==> src/rtl/regfile_pkg.sv <==
// Shared types and defaults for the multi-port register file.
// Imported by the interface, the bypass mux and the top.
package regfile_pkg;

  localparam int DEF_DATA_W   = 32;
  localparam int DEF_NUM_REGS = 32;
  localparam int AW           = $clog2(DEF_NUM_REGS);

  typedef logic [AW-1:0]         reg_addr_t;
  typedef logic [DEF_DATA_W-1:0] reg_data_t;

  typedef enum logic {
    CLEAR = 1'b0,
    RUN   = 1'b1
  } rf_state_e;

endpackage

==> src/rtl/regfile_if.sv <==
// Read, write and scoreboard bundle between issue/writeback
// and the register file.
interface regfile_if
  import regfile_pkg::*;
#(
  parameter int DATA_W   = DEF_DATA_W,
  parameter int NUM_REGS = DEF_NUM_REGS,
  parameter int NUM_RD   = 2,
  parameter int NUM_WR   = 2
);
  localparam int ADDR_W = $clog2(NUM_REGS);

  logic [NUM_RD-1:0][ADDR_W-1:0] rd_addr;
  logic [NUM_RD-1:0][DATA_W-1:0] rd_data;
  logic [NUM_WR-1:0]             wr_en;
  logic [NUM_WR-1:0][ADDR_W-1:0] wr_addr;
  logic [NUM_WR-1:0][DATA_W-1:0] wr_data;
  logic                          busy_set_en;
  logic [ADDR_W-1:0]             busy_set_addr;
  logic [NUM_REGS-1:0]           busy;
  logic                          init_done;

  modport master (
    output rd_addr, wr_en, wr_addr, wr_data,
    output busy_set_en, busy_set_addr,
    input  rd_data, busy, init_done
  );

  modport slave (
    input  rd_addr, wr_en, wr_addr, wr_data,
    input  busy_set_en, busy_set_addr,
    output rd_data, busy, init_done
  );

endinterface

==> src/rtl/regfile_bypass_mux.sv <==
// One read port: stored value, overridden by the highest
// matching write port, forced to zero for register 0.
module regfile_bypass_mux
  import regfile_pkg::*;
#(
  parameter int DATA_W   = DEF_DATA_W,
  parameter int ADDR_W   = AW,
  parameter int NUM_WR   = 2,
  parameter int ZERO_REG = 1
) (
  input  logic [ADDR_W-1:0]             rd_addr,
  input  logic [DATA_W-1:0]             reg_q,
  input  logic [NUM_WR-1:0]             wr_en,
  input  logic [NUM_WR-1:0][ADDR_W-1:0] wr_addr,
  input  logic [NUM_WR-1:0][DATA_W-1:0] wr_data,
  output logic [DATA_W-1:0]             rd_data
);

  always_comb begin
    rd_data = reg_q;
    for (int i = 0; i < NUM_WR; i++) begin
      if (wr_en[i] && wr_addr[i] == rd_addr)
        rd_data = wr_data[i];
    end
    if (ZERO_REG != 0 && rd_addr == '0)
      rd_data = '0;
  end

endmodule

==> src/rtl/regfile_mp.sv <==
// Multi-port register file with post-reset clear sequence,
// write-to-read bypass and a per-register busy scoreboard.
module regfile_mp
  import regfile_pkg::*;
#(
  parameter int DATA_W   = DEF_DATA_W,
  parameter int NUM_REGS = DEF_NUM_REGS,
  parameter int NUM_RD   = 2,
  parameter int NUM_WR   = 2,
  parameter int ZERO_REG = 1
) (
  input logic      clk,
  input logic      rst,
  regfile_if.slave bus
);

  localparam int ADDR_W = $clog2(NUM_REGS);

  rf_state_e           state_q;
  rf_state_e           state_d;
  logic [ADDR_W-1:0]   clr_cnt;
  logic                init_q;
  logic [NUM_REGS-1:0] busy_q;
  logic [DATA_W-1:0]   regs [NUM_REGS];
  logic                run;
  logic [NUM_WR-1:0]   wr_en_r;

  assign run     = (state_q == RUN);
  assign wr_en_r = run ? bus.wr_en : '0;

  always_comb begin
    state_d = state_q;
    unique case (state_q)
      CLEAR: if (clr_cnt == ADDR_W'(NUM_REGS - 1)) state_d = RUN;
      RUN:   state_d = RUN;
    endcase
  end

  always_ff @(posedge clk) begin
    if (rst) begin
      state_q <= CLEAR;
      clr_cnt <= '0;
      init_q  <= 1'b0;
    end else begin
      state_q <= state_d;
      init_q  <= (state_d == RUN);
      if (state_q == CLEAR)
        clr_cnt <= clr_cnt + ADDR_W'(1);
    end
  end

  // Storage has no reset; the clear sequence zeroes it instead.
  always_ff @(posedge clk) begin
    if (!rst) begin
      if (state_q == CLEAR) begin
        regs[clr_cnt] <= '0;
      end else begin
        for (int i = 0; i < NUM_WR; i++) begin
          if (wr_en_r[i] &&
              !(ZERO_REG != 0 && bus.wr_addr[i] == '0))
            regs[bus.wr_addr[i]] <= bus.wr_data[i];
        end
      end
    end
  end

  // A new producer's set wins over a retiring write's clear.
  always_ff @(posedge clk) begin
    if (rst) begin
      busy_q <= '0;
    end else if (run) begin
      for (int i = 0; i < NUM_WR; i++) begin
        if (wr_en_r[i])
          busy_q[bus.wr_addr[i]] <= 1'b0;
      end
      if (bus.busy_set_en)
        busy_q[bus.busy_set_addr] <= 1'b1;
      if (ZERO_REG != 0)
        busy_q[0] <= 1'b0;
    end
  end

  for (genvar j = 0; j < NUM_RD; j++) begin : g_rd
    logic [DATA_W-1:0] mux_q;

    regfile_bypass_mux #(
      .DATA_W  (DATA_W),
      .ADDR_W  (ADDR_W),
      .NUM_WR  (NUM_WR),
      .ZERO_REG(ZERO_REG)
    ) u_mux (
      .rd_addr(bus.rd_addr[j]),
      .reg_q  (regs[bus.rd_addr[j]]),
      .wr_en  (wr_en_r),
      .wr_addr(bus.wr_addr),
      .wr_data(bus.wr_data),
      .rd_data(mux_q)
    );

    assign bus.rd_data[j] = run ? mux_q : '0;
  end

  assign bus.busy      = busy_q;
  assign bus.init_done = init_q;

endmodule

==> src/flat_wrapper.sv <==
// flat-port wrapper written by rule: the top's interface ports become plain ports
module regfile_mp_flat import regfile_pkg::*;
#(
  parameter int DATA_W   = DEF_DATA_W,
  parameter int NUM_REGS = DEF_NUM_REGS,
  parameter int NUM_RD   = 2,
  parameter int NUM_WR   = 2,
  parameter int ZERO_REG = 1
)
  (clk, rst, bus_rd_addr, bus_wr_en, bus_wr_addr, bus_wr_data, bus_busy_set_en, bus_busy_set_addr, bus_rd_data, bus_busy, bus_init_done);
  regfile_if #(.DATA_W(DATA_W), .NUM_REGS(NUM_REGS), .NUM_RD(NUM_RD), .NUM_WR(NUM_WR)) bus_i ();
  input logic clk;
  input logic rst;
  input wire logic [$bits(bus_i.rd_addr)-1:0] bus_rd_addr;
  input wire logic [$bits(bus_i.wr_en)-1:0] bus_wr_en;
  input wire logic [$bits(bus_i.wr_addr)-1:0] bus_wr_addr;
  input wire logic [$bits(bus_i.wr_data)-1:0] bus_wr_data;
  input wire logic [$bits(bus_i.busy_set_en)-1:0] bus_busy_set_en;
  input wire logic [$bits(bus_i.busy_set_addr)-1:0] bus_busy_set_addr;
  output wire logic [$bits(bus_i.rd_data)-1:0] bus_rd_data;
  output wire logic [$bits(bus_i.busy)-1:0] bus_busy;
  output wire logic [$bits(bus_i.init_done)-1:0] bus_init_done;
  assign bus_i.rd_addr = bus_rd_addr;
  assign bus_i.wr_en = bus_wr_en;
  assign bus_i.wr_addr = bus_wr_addr;
  assign bus_i.wr_data = bus_wr_data;
  assign bus_i.busy_set_en = bus_busy_set_en;
  assign bus_i.busy_set_addr = bus_busy_set_addr;
  assign bus_rd_data = bus_i.rd_data;
  assign bus_busy = bus_i.busy;
  assign bus_init_done = bus_i.init_done;
  regfile_mp #(.DATA_W(DATA_W), .NUM_REGS(NUM_REGS), .NUM_RD(NUM_RD), .NUM_WR(NUM_WR), .ZERO_REG(ZERO_REG)) u_core (.clk(clk), .rst(rst), .bus(bus_i));
endmodule
==> config.mk <==
export PLATFORM = sky130hd
export DESIGN_NAME = regfile_mp_flat
export DESIGN_NICKNAME = d
export VERILOG_FILES = /design/src/rtl/regfile_pkg.sv /design/src/rtl/regfile_if.sv /design/src/rtl/regfile_bypass_mux.sv /design/src/rtl/regfile_mp.sv /design/src/flat_wrapper.sv
export SDC_FILE = /design/constraint.sdc
export NUM_CORES = 2
export LEC_CHECK = 0
export CORE_MARGIN = 10
export CORE_UTILIZATION = 40
export CTS_CLUSTER_DIAMETER = 60
export DETAILED_ROUTE_END_ITERATION = 16
export GPL_TIMING_DRIVEN = 0
export HOLD_SLACK_MARGIN = 0.03
export MAX_ROUTING_LAYER = met4
export SLEW_MARGIN = 20
export SYNTH_ARGS = -nofsm -noshare
export SYNTH_HDL_FRONTEND = slang
export SYNTH_SLANG_ARGS = --single-unit
==> constraint.sdc <==
create_clock -name clk -period 5.36 [get_ports clk]
set_input_delay 1.072 -clock clk [delete_from_list [all_inputs] [get_ports clk]]
set_output_delay 1.072 -clock clk [all_outputs]
set_load 0.02 [all_outputs]
### After elaboration in Yosys (flattened, before gate mapping)

Memories as Yosys holds them, arrays and structs flattened.
Cells that the tools add are included.

* flip-flop bits (word level): 37
* RAM bits: 1024
* word-level logic and storage cells: 76
* memories kept: 1

* add/sub/neg operators: 1
* $lt $le $gt $ge: 6
* equal/unequal tests: 5
* multiplexer cells: 38
* bitwise logic cells: 6
* reductions and logical operators: 16

Memories
* u_core.regs: depth 32, bits a word 32, rd ports 2, clocked after Yosys merged registers in 0, wr ports 2, RTL line regfile_mp.sv:24 `logic [DATA_W-1:0] regs [NUM_REGS];`

Operators by type and width (count)
* 32-bit 2-to-1 mux: 16
* 32-bit AND: 2
* 32-bit NOT: 2
* 32-bit bitwise OR: 1
* 32-bit OR reduction: 1
* 5-bit equality test: 4
* 5-bit zero test: 4
* 5-bit by 6-bit less-than comparator with 1-bit output, second input constant: 3
* 1-bit 2-to-1 mux: 16
* 1-bit demux with 5-bit select: 3
* 5-bit by 1-bit >= comparator with 1-bit output, second input constant: 3
* 1-bit logical AND: 9
* 5-bit by 1-bit adder with 5-bit output, second input constant: 1
* 5-bit equality test, second input constant: 1
* 5-bit 2-to-1 mux: 1
* 1-bit zero test: 2
* 2-bit 2-to-1 mux: 1
* 1-bit one-hot mux with 2 select lines: 1
* 1-bit NOT: 1

### Depth between registers and ports, before layout

* depth in word-level cells: 15
* gate-level depth with buffers: 9

### Modules after synthesis

A second synthesis with hierarchy kept.

* cells, all modules: 6608
* area total of the unflattened synthesis: 64749.6 um^2

Modules (own cells, without submodules)
* regfile_mp: times used 1, cells an instance 6216, area each 62247.2 um^2, seq. area each 31490.2 um^2
* regfile_bypass_mux: times used 2, cells an instance 196, area each 1251.2 um^2, seq. area each 0.0 um^2

### Worst setup path before layout

OpenSTA, ideal clock, no wires.

* path kind: input-to-reg
* from: input bus_wr_addr[0]
* to: memory u_core.regs[12][0] (netlist name) (enable)
* setup time: 0.433 ns
* arrival time: 3.867 ns
* required time: 4.927 ns
* path slack: 1.060 ns
* cell stages on the path: 7
* cell sequence: buf_2 -> nor4_1 -> a211oi_1 -> buf_2 -> mux2i_1 -> nand2_1 -> o22ai_1

RTL lines
* start: declaration: RTL line flat_wrapper.sv:16 `input wire logic [$bits(bus_i.wr_addr)-1:0] bus_wr_addr;`
* end: declaration: RTL line regfile_mp.sv:24

### Worst setup path in the final report

* from: input bus_rd_addr[2]
* to: output bus_rd_data[20]

* cells in the longest elaborated chain, start to end: 6
* elaborated cells between the ends (all ways): 10

Ends and longest elaborated chain
* start: declaration: RTL line flat_wrapper.sv:14 `input wire logic [$bits(bus_i.rd_addr)-1:0] bus_rd_addr;`
* branches (longest 4 deep; another with memory read 32 x 32 bit)
* 32-bit 2-to-1 mux (*): RTL line regfile_bypass_mux.sv:25 `if (ZERO_REG != 0 && rd_addr == '0)`
* 32-bit 2-to-1 mux (*): RTL line regfile_mp.sv:100 `assign bus.rd_data[j] = run ? mux_q : '0;`
* end: declaration: RTL line flat_wrapper.sv:20 `output wire logic [$bits(bus_i.rd_data)-1:0] bus_rd_data;`

Mark *: on every way between the ends.

==> out/qor.csv <==
metric,value,unit
p_per_area,270,nW/um^2
slowest_stage,clkbuf_2,
syn_nets,5299,
grt_pass1_vias,50646,
core,152000,sq um
hpwl,232000,um
slew-limit-headroom,4.27,%
dieHeight,411,um
period_share,104,%
synthesis.area,61100,sq um
start_kind,primary input,
clkLatencyLatePin,830,ps
drc,0,
ctsHoldBuffers,0,
grt_max_degree,18,
synth_compound_area_share,12.9,%
required,4290,ps
post-place-cells,7442,
critPathKind,primary input to output port,
synthMuxAreaShare,20.0,%
totalWireLength,323000,um
drv_cap,0,
gp_congestion,1.07,
async_reset_ff_share,0,%
ant_nets,0,
ys_seq_elements,1061,
yosys_warnings,0,
grt_overflow,0,
nNetsFinal,5642,
tightest_slew,1440,ps
ir_drop,0.301,mV
ios,191,
area_growth,17.0,%
worst_path_largest_cell_delay,680,ps
combPwrFrac,8.5,%
total_leakage_power,21.6,nW
synth_fa_ha_area_share,0.0409,%
swShare,25.9,%
stdcell_count,7713,
fin_area,71500,sq um
first_iter_violations,11845,
fin_crit,5570,ps
finClkSkew,39.0,ps
first_pass_iters,7,
post-synth-top-area-cell,edfxtp_1,
num_vias,55325,
placed_area,67100,sq um
synthCells,5203,
grt_first_pass_wirelength,426000,um
p_seq_share,46.8,%
rsz0062_at_grt,yes,
clock_path_buffers,3,
cts_buffers,131,
viasPerCell,7.17,
rows,143,
power_switching,0.00501,W
netlist_top_cells_count,"1,184 x nand2_1, 1,024 x edfxtp_1, 994 x o21ai_0, 508 x mux4_2, 402 x clkbuf_1",
failed_checks,setup timing,
die_width,411,um
clkTransAtPathRegs,50,ps
ys_seq_area_share,51.5,%
grtUsageTotal,38.0,%
yosysMostFrequentCell,nand2_1,
critPathCaptureType,output port,
cts_tree,done,
cts_sinks,1061,
io_buffers,143,
antenna_found_initial,24,
cts_root_buffer,clkbuf_16,
finalHoldViolCount,0,
worst_slack,-214,ps
cp_cell_sequence,buf_4 -> clkbuf_2 -> clkbuf_2 -> mux4_2 -> mux2i_1 -> nand2_1 -> nand4_1 -> o211ai_1 -> clkdlybuf4s50_1,
synth_xor_xnor_area_share,0.330,%
critical_path.max_fanout,10,
synth-main-ff-cell,edfxtp_1,
drive_above_1_share,21.4,%
clock.fmax,0.179,GHz
cp_common_cell,clkbuf_2,
die_area,169000,sq um
setup_viol_count_final,22,
status,finished with violations,
p_int,0.0143,W
initial_core_util,40.2,%
synth.top_cell.area_share,50.3,%
pwr-share-clk,44.7,%
hold_path.class,flip-flop to flip-flop,
routedWlPerCell,41.9,um
synth_simple_gate_area_share,9.55,%
avgSynthCellArea,11.7,sq um
synth_top_family_by_area,multiplexers,
timing_max_transition_violations_final,0,
cp.arrival,4500,ps
synth_edf_count,1024,
htree_levels,4,
yosys.cell_types.count,63,
yosys-top-cells-area,"edfxtp_1 50%, mux4_2 19%, o21ai_0 8.1%",
==> cell usage in the layout, fill, tap and decap left out, types with 9 or more instances in the layout <==
| master | synthesis | final |
|---|---|---|
| mux4_2 | 508 | 508 |
| edfxtp_1 | 1024 | 1024 |
| o21bai_4 | 0 | 28 |
| inv_1 | 68 | 68 |
| clkbuf_1 | 402 | 338 |
| clkdlybuf4s50_1 | 0 | 135 |
| buf_6 | 15 | 21 |
| clkbuf_4 | 3 | 26 |
| o22ai_1 | 195 | 191 |
| a211oi_1 | 32 | 29 |
| diode_2 | 0 | 35 |
| nand2b_1 | 10 | 9 |
| o221ai_2 | 32 | 31 |
| dfxtp_1 | 37 | 37 |
| clkinv_1 | 0 | 24 |
| nand2_1 | 1184 | 1183 |
| xnor2_1 | 15 | 15 |
| buf_4 | 36 | 58 |
| buf_12 | 10 | 49 |
| or4_1 | 25 | 25 |
| o211ai_1 | 32 | 32 |
| mux2i_1 | 68 | 67 |
| buf_16 | 0 | 27 |
| clkbuf_2 | 8 | 74 |
| clkbuf_16 | 0 | 135 |
| clkinv_2 | 0 | 22 |
| nor2_1 | 58 | 55 |
| o21ai_0 | 994 | 993 |
| nand4_1 | 37 | 37 |
| and2_1 | 11 | 11 |
| a22oi_1 | 47 | 47 |
| nor3_1 | 26 | 22 |
| buf_2 | 173 | 156 |
==> power groups by stage <==
stage / logic [W] / clock network (W) / registers [W]
floorplan: 0.000874 / 0 / 0.00921
global placement: 0.00148 / 0 / 0.00922
detailed placement: 0.00153 / 0 / 0.00921
CTS: 0.00154 / 0.00846 / 0.00904
global route: 0.00163 / 0.00878 / 0.00904
finish: 0.00164 / 0.00862 / 0.00904
==> final cells by class <==
type	count	area [sq um]
Fill cell	13691	80400
Sequential cell	1061	31500
Multi-Input combinational cell	3406	26700
Clock buffer	164	3490
Buffer	662	3430
Timing Repair Buffer	216	3020
Tap cell	2030	2540
Clock inverter	71	487
Inverter	68	255
Antenna cell	35	87.6
==> metal layers <==
layer  routed length [um]  vias up  GRT usage, %
met5                    0        -             -
met4                26300        0          23.9
met3                61200     1388          18.7
met2               128000     6183          50.2
met1               107000    27270          45.6
li1                     -    20484             -
==> cells by family (layout without fill, tap and decap cells) <==
| kind of cell | Yosys count | count (layout) |
|---|---|---|
| AND/OR/NAND/NOR | 1415 | 1415 |
| AO/OA/AOI/OAI | 1384 | 1384 |
| flip-flops | 1061 | 1061 |
| buffers and inverters | 736 | 1181 |
| multiplexers | 581 | 581 |
| XOR/XNOR | 23 | 23 |
| adder cells (fa/ha/maj) | 2 | 2 |
| other | 1 | 36 |
==> through the flow <==
stage	util (%)	hold slack, ps	worst slack (ps)	power, W	setup TNS, ps
6_report	47.1	497	-214	0.0193	-1680
5_1_grt	47.1	510	-12.2	0.0194	-12.2
4_1_cts	46.9	502	0.959	0.0190	0
3_5_place_dp	44.1	489	-1010	0.0107	-39520
3_3_place_gp	42.9	491	-3630	0.0107	-3107730
2_1_floorplan	-	518	1060	0.0101	0
==> path summary, 6_finish.rpt <==
path | startpoint | endpoint | slack, ps | cells after the start
min | u_core.bus.busy[21] | u_core.bus.busy[21] | 500 | 2
min reg2reg | u_core.bus.busy[21] | u_core.bus.busy[21] | 500 | 2
max reg2reg | u_core.bus.init_done | u_core.regs[2][10] | 1060 | 8
max | bus_rd_addr[2] | bus_rd_data[20] | -210 | 9
==> state kept, by name, summed over array words and instances, names as in the netlist <==
signal                flops
u_core.regs            1024
u_core.clr_cnt            5
u_core.bus.init_done      1
u_core.bus.busy          31
==> repair_timing <==
action | 4_1_cts | 5_1_grt
gates resized for setup | 109 | 51
endpoints found under the setup margin | 64 | 54
hold endpoints to repair | 0 | 0
pin swaps | 6 | 4
setup buffers | 5 | 2
==> critical path, delay by kind of cell <==
family	cells	cell delay, ps
AOI/OAI and AO/OA	1	180
muxes	2	720
and+or+nand+nor	2	520
buffers and inverters	4	1970
Power figures use the tool's default switching activity.
